[config.mk]
export PLATFORM = sky130hd
export DESIGN_NAME = th99c_bus_ctrl
export DESIGN_NICKNAME = d
export VERILOG_FILES = /design/src/rtl/th99c_pkg.sv /design/src/rtl/th99c_bus_ctrl.sv
export SDC_FILE = /design/constraint.sdc
export NUM_CORES = 1
export LEC_CHECK = 0
export ABC_AREA = 0
export CELL_PAD_IN_SITES_DETAIL_PLACEMENT = 0
export CELL_PAD_IN_SITES_GLOBAL_PLACEMENT = 1
export CORE_ASPECT_RATIO = 1.1
export CORE_MARGIN = 3
export CORE_UTILIZATION = 42
export CTS_BUF_LIST = sky130_fd_sc_hd__clkbuf_8
export CTS_CLUSTER_DIAMETER = 80
export DETAILED_ROUTE_END_ITERATION = 8
export PLACE_DENSITY_LB_ADDON = 0.1
export SLEW_MARGIN = 30
export SYNTH_ARGS = -nofsm -noshare
export SYNTH_HDL_FRONTEND = slang
export SYNTH_SLANG_ARGS = --single-unit
[constraint.sdc]
create_clock -name clock -period 3.1 [get_ports clock]
set_clock_uncertainty 0.05 [all_clocks]
set_input_delay 0.62 -clock clock [delete_from_list [all_inputs] [get_ports clock]]
set_output_delay 0.62 -clock clock [all_outputs]
set_load 0.05 [all_outputs]
[src/rtl/th99c_pkg.sv]
// Shared definitions for the TH99C host bus controller.
//   - Register address map (B0..B6, operand, hour, minute)
//   - Register count, the count covered by the cfg_valid mask, time limits
//   - Bus FSM state encoding
package th99c_pkg;

    localparam int NUM_CFG_REGS  = 10;
    // B0..B6 plus operand must all be written before the datapath config is valid
    localparam int NUM_MASK_BITS = 8;

    localparam logic [15:0] ADDR_B0      = 16'h0000;
    localparam logic [15:0] ADDR_B6      = 16'h0006;
    localparam logic [15:0] ADDR_OPERAND = 16'h0007;
    localparam logic [15:0] ADDR_HOUR    = 16'h0008;
    localparam logic [15:0] ADDR_MINUTE  = 16'h0009;

    localparam logic [7:0] HOUR_MAX = 8'd23;
    localparam logic [7:0] MIN_MAX  = 8'd59;

    typedef enum logic [1:0] {
        IDLE  = 2'd0,
        ADDR  = 2'd1,
        WDONE = 2'd2,
        READ  = 2'd3
    } bus_state_t;

    // The map is dense from 0x0000, so a single bound check decodes it
    function automatic logic addr_in_map(input logic [15:0] a);
        return a < 16'(NUM_CFG_REGS);
    endfunction

endpackage

[src/rtl/th99c_bus_ctrl.sv]
// TH99C host bus controller: multiplexed address/data slave that owns the
// datapath configuration registers and the timekeeper preset.
// Ports:
//   clock, reset            system clock, synchronous active-high reset
//   CSbar, ALE, Rbar, Wbar  bus control (CSbar/Rbar/Wbar active low)
//   ABUS, DBUS_in           address high byte / address low byte or write data
//   DBUS_out, DBUS_oe       registered read data and its output enable
//   B0..B6, operand         datapath configuration registers
//   hour, minute            timekeeper preset registers
//   time_load               one-cycle pulse after an accepted hour/minute write
//   cfg_valid               B0..B6 and operand each written since reset
//   err                     sticky: unmapped access or out-of-range time value
module th99c_bus_ctrl
    import th99c_pkg::*;
(
    input  logic       clock,
    input  logic       reset,
    input  logic       CSbar,
    input  logic       ALE,
    input  logic       Rbar,
    input  logic       Wbar,
    input  logic [7:0] ABUS,
    input  logic [7:0] DBUS_in,
    output logic [7:0] DBUS_out,
    output logic       DBUS_oe,
    output logic [7:0] B0,
    output logic [7:0] B1,
    output logic [7:0] B2,
    output logic [7:0] B3,
    output logic [7:0] B4,
    output logic [7:0] B5,
    output logic [7:0] B6,
    output logic [7:0] operand,
    output logic [7:0] hour,
    output logic [7:0] minute,
    output logic       time_load,
    output logic       cfg_valid,
    output logic       err
);

    bus_state_t                 state_reg;
    logic [15:0]                addr_reg;
    logic [7:0]                 cfg_reg [0:NUM_CFG_REGS-1];
    logic [NUM_MASK_BITS-1:0]   mask_reg;
    logic                       cfg_valid_reg;
    logic                       err_reg;
    logic                       time_load_reg;
    logic [7:0]                 dout_reg;
    logic                       oe_reg;

    logic [3:0] addr_idx;
    logic       addr_ok;
    logic       value_ok;
    logic       is_time;
    logic       write_cycle;
    logic       write_accept;
    logic       read_enter;
    logic [7:0] rdata;

    assign addr_idx = addr_reg[3:0];
    assign addr_ok  = addr_in_map(addr_reg);
    assign is_time  = (addr_reg == ADDR_HOUR) || (addr_reg == ADDR_MINUTE);

    // Range limits only apply to the timekeeper preset registers
    always_comb begin
        value_ok = 1'b1;
        if (addr_reg == ADDR_HOUR)
            value_ok = (DBUS_in <= HOUR_MAX);
        else if (addr_reg == ADDR_MINUTE)
            value_ok = (DBUS_in <= MIN_MAX);
    end

    // Write wins over read when both strobes are low; ALE relatch wins over both
    assign write_cycle  = (state_reg == ADDR) && !CSbar && !ALE && !Wbar;
    assign read_enter   = (state_reg == ADDR) && !CSbar && !ALE && Wbar && !Rbar;
    assign write_accept = write_cycle && addr_ok && value_ok;

    // Register file: one write per transaction, only from the ADDR state
    generate
        for (genvar gi = 0; gi < NUM_CFG_REGS; gi++) begin : g_cfg
            always_ff @(posedge clock) begin
                if (reset)
                    cfg_reg[gi] <= 8'h00;
                else if (write_accept && (addr_idx == 4'(gi)))
                    cfg_reg[gi] <= DBUS_in;
            end
        end
        for (genvar gi = 0; gi < NUM_MASK_BITS; gi++) begin : g_mask
            always_ff @(posedge clock) begin
                if (reset)
                    mask_reg[gi] <= 1'b0;
                else if (write_accept && (addr_idx == 4'(gi)))
                    mask_reg[gi] <= 1'b1;
            end
        end
    endgenerate

    // Unmapped addresses read back as zero
    always_comb begin
        rdata = 8'h00;
        for (int i = 0; i < NUM_CFG_REGS; i++) begin
            if (addr_ok && (addr_idx == 4'(i)))
                rdata = cfg_reg[i];
        end
    end

    always_ff @(posedge clock) begin
        if (reset) begin
            state_reg     <= IDLE;
            addr_reg      <= 16'h0000;
            err_reg       <= 1'b0;
            time_load_reg <= 1'b0;
            cfg_valid_reg <= 1'b0;
            dout_reg      <= 8'h00;
            oe_reg        <= 1'b0;
        end else begin
            time_load_reg <= 1'b0;
            cfg_valid_reg <= &mask_reg;
            case (state_reg)
                IDLE: begin
                    if (!CSbar && ALE) begin
                        addr_reg  <= {ABUS, DBUS_in};
                        state_reg <= ADDR;
                    end
                end
                ADDR: begin
                    if (CSbar) begin
                        state_reg <= IDLE;
                    end else if (ALE) begin
                        addr_reg <= {ABUS, DBUS_in};
                    end else if (write_cycle) begin
                        state_reg <= WDONE;
                        if (!(addr_ok && value_ok))
                            err_reg <= 1'b1;
                        else if (is_time)
                            time_load_reg <= 1'b1;
                    end else if (read_enter) begin
                        state_reg <= READ;
                        if (!addr_ok)
                            err_reg <= 1'b1;
                    end
                end
                WDONE: begin
                    if (CSbar) begin
                        state_reg <= IDLE;
                    end else if (ALE) begin
                        addr_reg  <= {ABUS, DBUS_in};
                        state_reg <= ADDR;
                    end
                end
                READ: begin
                    if (CSbar) begin
                        state_reg <= IDLE;
                        oe_reg    <= 1'b0;
                        dout_reg  <= 8'h00;
                    end else begin
                        oe_reg   <= 1'b1;
                        dout_reg <= rdata;
                    end
                end
                default: state_reg <= IDLE;
            endcase
        end
    end

    assign B0        = cfg_reg[0];
    assign B1        = cfg_reg[1];
    assign B2        = cfg_reg[2];
    assign B3        = cfg_reg[3];
    assign B4        = cfg_reg[4];
    assign B5        = cfg_reg[5];
    assign B6        = cfg_reg[6];
    assign operand   = cfg_reg[7];
    assign hour      = cfg_reg[8];
    assign minute    = cfg_reg[9];
    assign time_load = time_load_reg;
    assign cfg_valid = cfg_valid_reg;
    assign err       = err_reg;
    assign DBUS_out  = dout_reg;
    assign DBUS_oe   = oe_reg;

endmodule

==> results.md, run 1 <==
Run status:
- The flow ran to the end, and the final reports show no timing, DRC or antenna violations.

Setup path:
- In this run the critical register-to-register path is captured at DBUS_out[2].
- Of all nets on the critical path, the largest fanout is 34.
- The worst register-to-register path begins at addr_reg[0].
- STA classifies the critical path startpoint as a flip-flop.
- In this run the register-to-register setup slack is 0.59 ns.
- The endpoint arrival time on the critical path is 2.77 ns.
- The buffering stage count on the worst path with inverters included is 1.
- Data on the critical path is required at its endpoint by 3.36 ns.
- The type of destination of the critical path is a flip-flop.
- Measured in cells, the most critical reg-to-reg path has a length of 6.
- On the critical path the largest part of the delay comes from simple AND/OR/NAND/NOR gates.
- Walking the worst path, the cells encountered are buf_4, or4bb_1, nor4_2, a21oi_1, o211ai_1, o21ai_0.
- The startpoint-to-endpoint class of the critical path is reg -> reg.
- The maximum single-stage delay on the critical path is 0.70 ns.
- The highest-delay cell along the critical path is nor4_2.

Detailed routing:
- Summed over all nets, wire length on met3 after detailed routing comes to 1070 microns.
- The routed wire length is 16780 microns.
- Across all layers, the routed design uses 4614 vias.
- In the routed design, unresolved DRC markers number 0.
- The detail route stage leaves a number of antenna-violating nets equal to 0.
- The first routing iteration left 353 violations.
- The average wire per cell in the routed design is 19.97 microns.
- The met1 routed wirelength after detailed routing is 7253 microns.
- The via count normalized by instance count is 5.493.
- The met2 routed wirelength is 8051 microns.
- The highest layer used for signal routing is met4.
- The number of detailed-routing iterations run before antenna repair is 5.

Cells and area:
- Summing all multi-input logic gate instances after layout gives 2359 sq um.
- The fraction of the core area covered by cells at the end of the flow is 58.05%.
- The post-route netlist has 15.96% of its cells at a drive strength greater than 1.
- The number of filler cells placed in the layout is 1172.
- Compared with the post-synthesis result, the final layout area differs by 32.22%.
- The final layout contains 696 nets.
- Registers take 3163 sq um.
- The register with the most flip-flops in the layout has 80 of them.
- The number of inserted diodes is 0.

Clocking:
- The buffers inserted during post-CTS setup optimization is 0.
- The H-tree depth reported by CTS is 4.
- The hold-fix buffer count after cts is 0.
- The post-CTS resize count is 0.
- Counting every sink on the clock net gives 118.
- The later pin in the worst-skew pair is clocked with a latency of 0.44 ns.
- The cell sitting at the root of the clock tree is a clkbuf_8.
- Buffers inserted during clock tree synthesis total 17.
- TritonCTS built the clock tree.
- The maximum root-to-sink buffer count is 2.
- After clock tree synthesis, the clock-pin slew on the worst setup and hold paths is 0.08 ns.

Pwr:
- The total leakage power is 0.002734 uW.
- The worst voltage drop across the vdd grid is 0.3213 mV.
- Overall power consumption after layout is estimated at 3922 uW.
- For this design the ratio of total power to cell area is 523.2 nW/um^2.

Global routing:
- The initial antenna violation count is 0.
- The via count of the first global-routing pass is 4494.
- The first global-routing pass estimated 25310 microns of wire.
- Entering global routing, the biggest net connects 35 pins.
- The overall global routing resource usage is 22.77%.
- The total overflow left after global routing is 0.

Timing:
- The slew at the pin closest to its max-slew limit is 0.9001 ns.
- Hold timing on the final database bottoms out at a slack of 0.4045 ns.
- The total negative slack for setup checks is 0 ns.
- The final count of pins violating max slew is 0.
- The worst path needs 2.509 ns of the cycle, external delays included.
- The achievable frequency is 398.6 MHz.
- Headroom to the max-slew limit came out at 39.49%.
- The final clock period utilization by the worst path is 80.94%.
- Setup repair after global routing left no endpoint under its margin.
- The hold violation count in the final report is 0.
- Setup violations remaining at the end of the flow were counted as 0.

Worst hold path:
- The hold path endpoint is mask_reg[3].
- The worst hold path begins at mask_reg[3].
- The tightest min-delay check is of the reg -> reg type.
- The worst hold path stage count is 1.

Floorplanning:
- The die area is 14930 sq um.
- The region available for standard cell placement spans 12910 sq um.
- During I/O placement, the number of pins put on the boundary was 114.
- Once the floorplan was initialized, standard cells occupied 43.91% of the core.
- The standard-cell row count is 43.
- The die extent in x is 116.8 microns.
- The die height is 127.9 microns.

Yosys:
- The area of the mapped netlist is 5669 sq um.
- The mean cell area of the mapped netlist is 10.66 sq um.
- The synthesized design contains 80 enable-type register cells.
- Among all cell types in the netlist, the one instantiated most often is edfxtp_1.
- Yosys attributes the largest share of cell area to edfxtp_1 (42%), dfxtp_1 (13%), nor2_1 (3.8%).
- The dominant cell type by area after synthesis is edfxtp_1.
- The register bit count reported by yosys is 118.
- The synthesized design devotes to its leading area cell type 42.37% of total area.
- Summing the sequential cell areas from Yosys gives 55.79% of the chip area.
- During synthesis, Yosys emitted a total of 0 warnings.
- The instance count of the mapped netlist is 532.
- Counting flops with an async set or reset pin after synthesis yields a share of 0%.
- Synthesis instantiated 57 different standard cells from the library.
- Among all flip-flop cells after synthesis, the most frequent one is edfxtp_1.
- The commonest cells after synthesis are edfxtp_1 (80), nor2_1 (58), nand2_1 (56).

Placed design:
- At the end of routability-driven placement, the weighted congestion stood at 0.8600.
- The wire-length estimate of the detail-placed layout is 12390 microns.
- Port buffering added 113 buffers.

Job:
- The tool flagged a number of max-cap violations equal to 0.
[placed cells by master (no fill, tap or decap), types with 5 or more instances in the layout]
cell type	instances
clkdlybuf4s50_1	113
edfxtp_1	80
nor2_1	58
nand2_1	56
a21oi_1	42
dfxtp_1	38
and2_1	32
buf_4	30
o21ai_0	23
clkbuf_8	18
nor2b_1	15
inv_1	12
nand2b_1	11
nor3_1	9
and2_4	8
o22ai_1	7
nand4_1	6
nand3b_1	6
a31o_2	6
mux2_2	6
o211ai_1	6
a211o_1	6
nor4_4	5
nand3_1	5
a21o_1	5
a211oi_1	5
conb_1	5
clkinv_2	5
[cell families after synthesis]
group | count (synthesis) | synth area share [%]
mux | 11 | 2.295
fa+ha+maj | 4 | 0.8828
buf+inv | 39 | 2.935
other cells | 1 | 0.06615
flops | 118 | 55.79
compound gates | 119 | 12.93
simple gates | 240 | 25.09
[through the flow]
| stage | std cells | setup WS (ns) | instance area, sq um |
|---|---|---|---|
| after floorplan | 536 | 0.5427 | 5684 |
| after global placement | 808 | 0.3308 | 7112 |
| after detailed placement | 808 | 0.2495 | 7116 |
| after CTS | 840 | 0.5892 | 7496 |
| after global routing | 840 | 0.4817 | 7496 |
| final | 840 | 0.5909 | 7496 |
[worst max-delay path by stage]
stage | from | end | slack [ns] | depth (start not counted)
after floorplan | DBUS_in[4] | cfg_reg[5][0] | 0.54 | 5
after global placement | DBUS_in[5] | cfg_reg[5][0] | 0.33 | 7
after detailed placement | DBUS_in[5] | cfg_reg[4][6] | 0.25 | 6
after CTS | addr_reg[2] | cfg_reg[4][4] | 0.59 | 6
after global routing | addr_reg[0] | DBUS_out[1] | 0.48 | 6
final | addr_reg[0] | DBUS_out[2] | 0.59 | 6
[layout make-up]
class / instances / share of cell area, %
multi-input cells: 379 / 31.46
clock inverters: 14 / 1.769
clock buffers: 18 / 3.305
flip-flops and latches: 118 / 42.20
well taps: 157 / 2.621
repair buffers: 143 / 18.09
inverters: 11 / 0.5508
[metal layers]
layer | track usage [%] | up-vias
li1 | - | 2203
met1 | 31.45 | 2240
met2 | 35.45 | 146
met3 | 4.438 | 25
met4 | 8.570 | 0
met5 | 0 | -
[power by group]
group,switching (uW),leakage [uW],internal (uW)
sequential,51.0,0.00113,1740
combinational,508,0.00140,255
clock,640,0.000204,727
No activity file was read; power rests on OpenSTA's default activity.
==> run 2: changes to the inputs <==
clock period = 2.5 ns   (was 3.1 ns; I/O delays follow)
==> results.md, run 2 (synthesized netlist as in run 1, its figures left out) <==
Setup path:
- For flop-to-flop paths, the worst setup slack is 0.18 ns.
- The number of cells on the worst reg-to-reg path is 6.
- The data required time of the worst path is 2.56 ns.
- The sort of element at the start of the critical path is a flip-flop.
- In this run the critical register-to-register path is captured at cfg_reg[1][1].
- The largest driver fanout on the critical path is 8.
- In this run the critical register-to-register path is launched from addr_reg[7].
- The worst setup path is of the reg -> reg kind.
- STA classifies the critical path endpoint as a flip-flop.
- The endpoint arrival time on the critical path is 2.38 ns.

Timing:
- The achievable frequency is 430.6 MHz.
- The final clock period utilization by the worst path is 92.90%.
- The total negative slack for setup checks is 0 ns.
- The relative max-transition margin is 56.08%.
- Across all setup checks in the final design, the least slack found is 0.1776 ns.
- The hold violation count in the final report came to 0.
- Hold timing on the final database bottoms out at a slack of 0.4002 ns.
- Setup repair after global routing left no endpoint under its margin.
- Setup violations remaining at the end of the flow were counted as 0.
- The final count of pins violating max slew is 0.
- For the pin with the worst max-slew slack, the measured transition is 0.6588 ns.
- The minimum clock period is 2.322 ns.

Clocking:
- The longest clock path from root to sink contains 2 buffers.
- The clock sink count is 118.
- The number of clock buffers added by TritonCTS is 17.
- After clock tree synthesis, the repair step resized 0 gates.
- The H-tree depth reported by CTS is 4.
- TritonCTS built the clock tree.
- The clock slew seen by the registers of the worst setup and hold paths is 0.07 ns.
- The CTS root buffer is clkbuf_8.
- The number of hold buffers added after CTS was 0.
- The buffers inserted during post-CTS setup optimization is 0.
- The clock network latency to the later pin of the worst-skew pair is 0.43 ns.

Worst hold path:
- For hold timing, the worst endpoint is mask_reg[0].
- Along the worst hold path, the cell count comes to 2.
- The start point of the worst min-delay path is mask_reg[0].
- The worst min-delay path category is reg -> reg.

Placed design:
- Input and output buffers added on the ports amount to 113.
- The final weighted congestion in routability-driven placement is 0.8391.
- The post-place setup slack is -0.05595 ns.
- The HPWL after detailed placement is 12840 microns.
- After detailed placement, the total cell area comes to 7373 sq um.

Cells and area:
- The signed area change from the synthesized netlist to the final layout is 37.06%.
- The library cell used most frequently in the layout, excluding fill and tap cells, is clkdlybuf4s50_1.
- The post-layout net count is 727.
- The sequential cells in the finished layout cover a total of 3163 sq um.
- The proportion of layout cells with a drive suffix above 1 is 19.05%.
- In the layout the commonest cells are clkdlybuf4s50_1 (113), edfxtp_1 (80), buf_4 (59).
- The register with the most flip-flops in the layout has 80 of them.
- The finished cells cover 7770 sq um.
- The layout has 1154 filler cells.
- In the final layout, the multi-input gates occupy 2359 sq um.
- The repair_antennas step left the layout with diodes totalling 0.

Global routing:
- The initial antenna violation count is 0.
- The pin count of the biggest net entering global routing is 39.
- The wire length of the first global-routing pass is 26780 microns.
- Global routing used 23.91% of the available tracks across all layers.
- Summed over all layers, the global routing overflow is 0.
- The via count of the first global-routing pass is 4764.

Detailed routing:
- After detailed routing, the number of vias per cell comes to 5.536.
- The routed layout has 4822 vias.
- The post-route DRC violation count is 0.
- Dividing the detail-routed wire length by the instance count gives 19.96 microns.
- The DRC marker count from the first detailed-route iteration is 409.
- The count of nets left with antenna violations once routing finished came out at 0.
- The number of detailed-routing iterations run before antenna repair is 5.
- The routed wire length is 17380 microns.

Pwr:
- The total leakage power is 0.002882 uW.
- The total power consumption of the routed design is 5007 uW.
- The areal power density over the cells is 644.5 nW/um^2.
- The worst-case IR drop observed on VDD is 0.3331 mV.

Floorplanning:
- The die covers 14930 sq um.
- The die extent in x is 116.8 microns.
- In this run the core area contains 43 standard-cell rows.
- The core region is 12910 sq um.
- In this run the vertical extent of the chip is 127.9 microns.
- The initial utilization of the core area, before any placement, comes to 43.91%.
- The I/O pin total is 114.

Job:
- The max-capacitance violation count is 0.

Run status:
- The flow ran to the end, and the final reports show no timing, DRC or antenna violations.
run 2: cell count changes in the layout (fill, tap and decap cells not counted), sizes merged:
cell,previous run,this run
inv,15,13
clkinvlp,1,3
bufinv,2,3
buf,30,61
clkbuf,18,17
run 2: worst max path at each step:
stage	start	endpoint	depth (start not counted)
4_1_cts	cfg_reg[6][7]	B6[7]	1
5_1_grt	addr_reg[0]	DBUS_out[6]	6
6_report	addr_reg[7]	cfg_reg[1][1]	6
2_1_floorplan	addr_reg[7]	cfg_reg[5][0]	6
3_5_place_dp	DBUS_in[4]	cfg_reg[5][1]	7
3_3_place_gp	DBUS_in[4]	cfg_reg[5][7]	7
run 2: where the power goes:
part           internal, uW  switching, uW  leakage, uW
clock                   971            796     0.000193
combinational           371            656      0.00156
sequential             2160           56.9      0.00113
total                  3500           1510      0.00288
run 2: final cells by class:
type	count	share of cell area (%)
clock buffers	17	3.011
clock inverters	15	2.093
inverters	11	0.5314
multi-input cells	379	30.35
flip-flops and latches	118	40.71
well taps	157	2.528
repair buffers	174	20.77
run 2: layer usage:
metal  vias to the layer above  GRT usage, %  routed length, microns
met2                       209         39.20                    8472
met4                         0         7.557                     361
met1                      2318         31.66                    7301
met3                        31         4.958                    1247
met5                         -             0                       0
li1                       2264             -                       -
run 2: metrics by stage:
step                      std cells  util, %
final                           871    60.17
after global routing            871    60.17
after CTS                       871    60.17
after detailed placement        839    57.10
after global placement          839    57.07
after floorplan                 536        -
run 2: worst max-delay path: stages, from the launching register on:
cell and delay, ns:
dfxtp_1 0.33, or4_4 0.60, nor4b_4 0.40, o21ai_2 0.12
buf_4 0.19, nand4_2 0.09, nand2_1 0.23
==> run 3: changes to the inputs <==
GPL_TIMING_DRIVEN = 0   (was default)
==> results.md, run 3 (synthesized netlist as in run 1, its figures left out) <==
Detailed routing:
- After the first detailed-routing iteration, the DRC count stood at 394.
- Once detail routing completed, the nets flagged for antenna violations numbered 0.
- For this run, design rule violations remaining after detail routing come to 0.
- The via count normalized by instance count is 5.599.
- The routed wire length is 17370 microns.
- In the final routed layout, each cell accounts on average for 20.55 microns.
- The number of detailed-routing iterations run before antenna repair is 7.
- Summing over every cut layer, the via total after detailed routing is 4731.

Cells and area:
- The flip-flop count of the largest register, all copies and words added is 80.
- The post-layout net count is 701.
- The signed area change from the synthesized netlist to the final layout is 35.14%.
- Leaving out fill and tap cells, the most frequent cell in the layout is clkdlybuf4s50_1.
- Cells with a size suffix above 1 make up 15.41% of the layout.
- The number of inserted diodes is 0.
- The number of filler cells placed in the layout is 1165.
- The top cell types in the final layout, fill and taps aside, are clkdlybuf4s50_1 (109), edfxtp_1 (80), nor2_1 (57).

Global routing:
- Global routing used 23.59% of the available tracks.
- In the global route stage, met1 resource usage came out at 31.79%.
- Global routing used 36.86% of the available met2 tracks.
- Global routing finished with a remaining overflow of 0.
- The pin count of the biggest net entering global routing is 17.
- The highest-utilization routing layer at the global route stage is met2.
- The via count of the first global-routing pass came to 4650.
- The routing usage on met3 is 5.430%.
- The wire length of the first global-routing pass is 26050 microns.
- The initial antenna violation count came to 0.

Setup path:
- The critical path is of the in -> reg type.
- The worst setup path is captured at a flip-flop.
- The largest driver fanout on the critical path is 10.
- The endpoint arrival time on the critical path is 2.54 ns.
- Tracing the worst setup path back leads to its startpoint at DBUS_in[6].
- The worst register-to-register path begins at addr_reg[0].
- For the worst setup path, the data required time is 2.57 ns.
- The sort of element at the start of the critical path is a primary input.

Placed design:
- After legalization and detailed placement, the total HPWL measured 12600 microns.
- Buffers placed on the I/O ports in this run total 112.
- OpenSTA, run right after detailed placement, puts the worst setup slack at -0.9982 ns.
- At the end of routability-driven placement, the weighted congestion stood at 0.8557.

Floorplanning:
- The die covers 14930 sq um.
- The die is 127.9 microns tall.
- The effective utilization at floorplan is 43.91%.
- The die extent in x is 116.8 microns.
- Row generation in the floorplan step produced 43 rows.
- The I/O pin total is 114.
- The core region area is 12910 sq um.

Pwr:
- The total leakage power is 0.002774 uW.
- IR analysis of the VDD net gives a maximum drop of 0.3274 mV.
- The areal power density over the cells is 660.5 nW/um^2.

Clocking:
- The H-tree depth reported by CTS is 4.
- The clock slew seen by the registers of the worst setup and hold paths is 0.07 ns.
- In this run the deepest clock path goes through 2 buffers.
- The CTS root buffer is clkbuf_8.
- The clock tree from TritonCTS is done.
- The number of clock buffers added by TritonCTS is 17.
- The clock drives 118 sinks.
- Hold repair after CTS inserted 0 buffers.
- The clock network latency to the later pin of the worst-skew pair is 0.44 ns.

Timing:
- Setup violations remaining at the end of the flow were counted as 0.
- At the pin with the least slew margin, the transition time is 0.9005 ns.
- The post-layout worst setup margin is 0.02605 ns.
- The total negative slack for setup checks is 0 ns.
- The final clock period utilization by the worst path is 98.96%.
- Setup repair after global routing could not meet its margin everywhere.
- The hold violation count in the final report is 0.
- The final count of pins violating max slew is 0.
- The relative max-transition margin is 39.47%.
- The achievable frequency is 404.2 MHz.
- After layout, the minimum clock period comes to 2.474 ns.

Worst hold path:
- The worst min-delay path category is reg -> reg.
- The start point of the worst min-delay path is mask_reg[3].

Job:
- The max-capacitance violation count is 0.

Run status:
- The run finished with clean final reports.
[run 3: worst paths after layout]
path / to / slack, ns / depth (start not counted)
max: cfg_reg[2][5] / 0.03 / 6
min: mask_reg[3] / 0.40 / 1
max reg2reg: cfg_reg[2][5] / 0.04 / 6
min reg2reg: mask_reg[3] / 0.40 / 1
[run 3: metrics by stage]
step,instances,total power (uW),cell area [sq um],util (%),hold slack [ns]
2_1_floorplan,536,2859,5684,-,0.3683
3_3_place_gp,805,3171,7002,54.22,0.3772
3_5_place_dp,805,3185,7012,54.30,0.3869
4_1_cts,840,5041,7564,58.58,0.4016
5_1_grt,845,5234,7661,59.33,0.4170
6_report,845,5060,7661,59.33,0.4013
[run 3: power breakdown]
group / total (uW) / internal (uW) / switching (uW) / leakage [uW]
logic: 981 / 316 / 666 / 0.00141
clock network: 1860 / 1090 / 774 / 0.000229
registers: 2220 / 2160 / 58.3 / 0.00113
total: 5060 / 3560 / 1500 / 0.00277
[run 3: area by class of cell]
| class | count | area [sq um] | share of cell area, % |
|---|---|---|---|
| buffer | 28 | 128.9 | 1.682 |
| inverter | 11 | 41.29 | 0.5390 |
| timing repair buffer | 120 | 1210 | 15.79 |
| tap | 157 | 196.4 | 2.564 |
| multi-input combinational | 379 | 2506 | 32.71 |
| clock buffer | 18 | 247.7 | 3.234 |
| sequential | 118 | 3163 | 41.29 |
| clock inverter | 14 | 167.7 | 2.188 |
[run 3: timing repair]
item,4_1_cts,5_1_grt
resized for setup,18,18
pin swaps,4,4
buffers inserted,3,5
endpoints found under the setup margin,89,120
[run 3: worst max-delay path: stages]
cell,delay (ns)
clkdlybuf4s50_1,0.66
nor2_1,0.18
nand2_1,0.14
o21ai_4,0.33
nand4_2,0.39
nand2_2,0.34
[run 3: metal layers]
metal  up-vias  part of all wire (%)
met4         0                   2.8
li1       2210                     -
met1      2268                    41
met5         -                     0
met2       217                    48
met3        36                   7.6
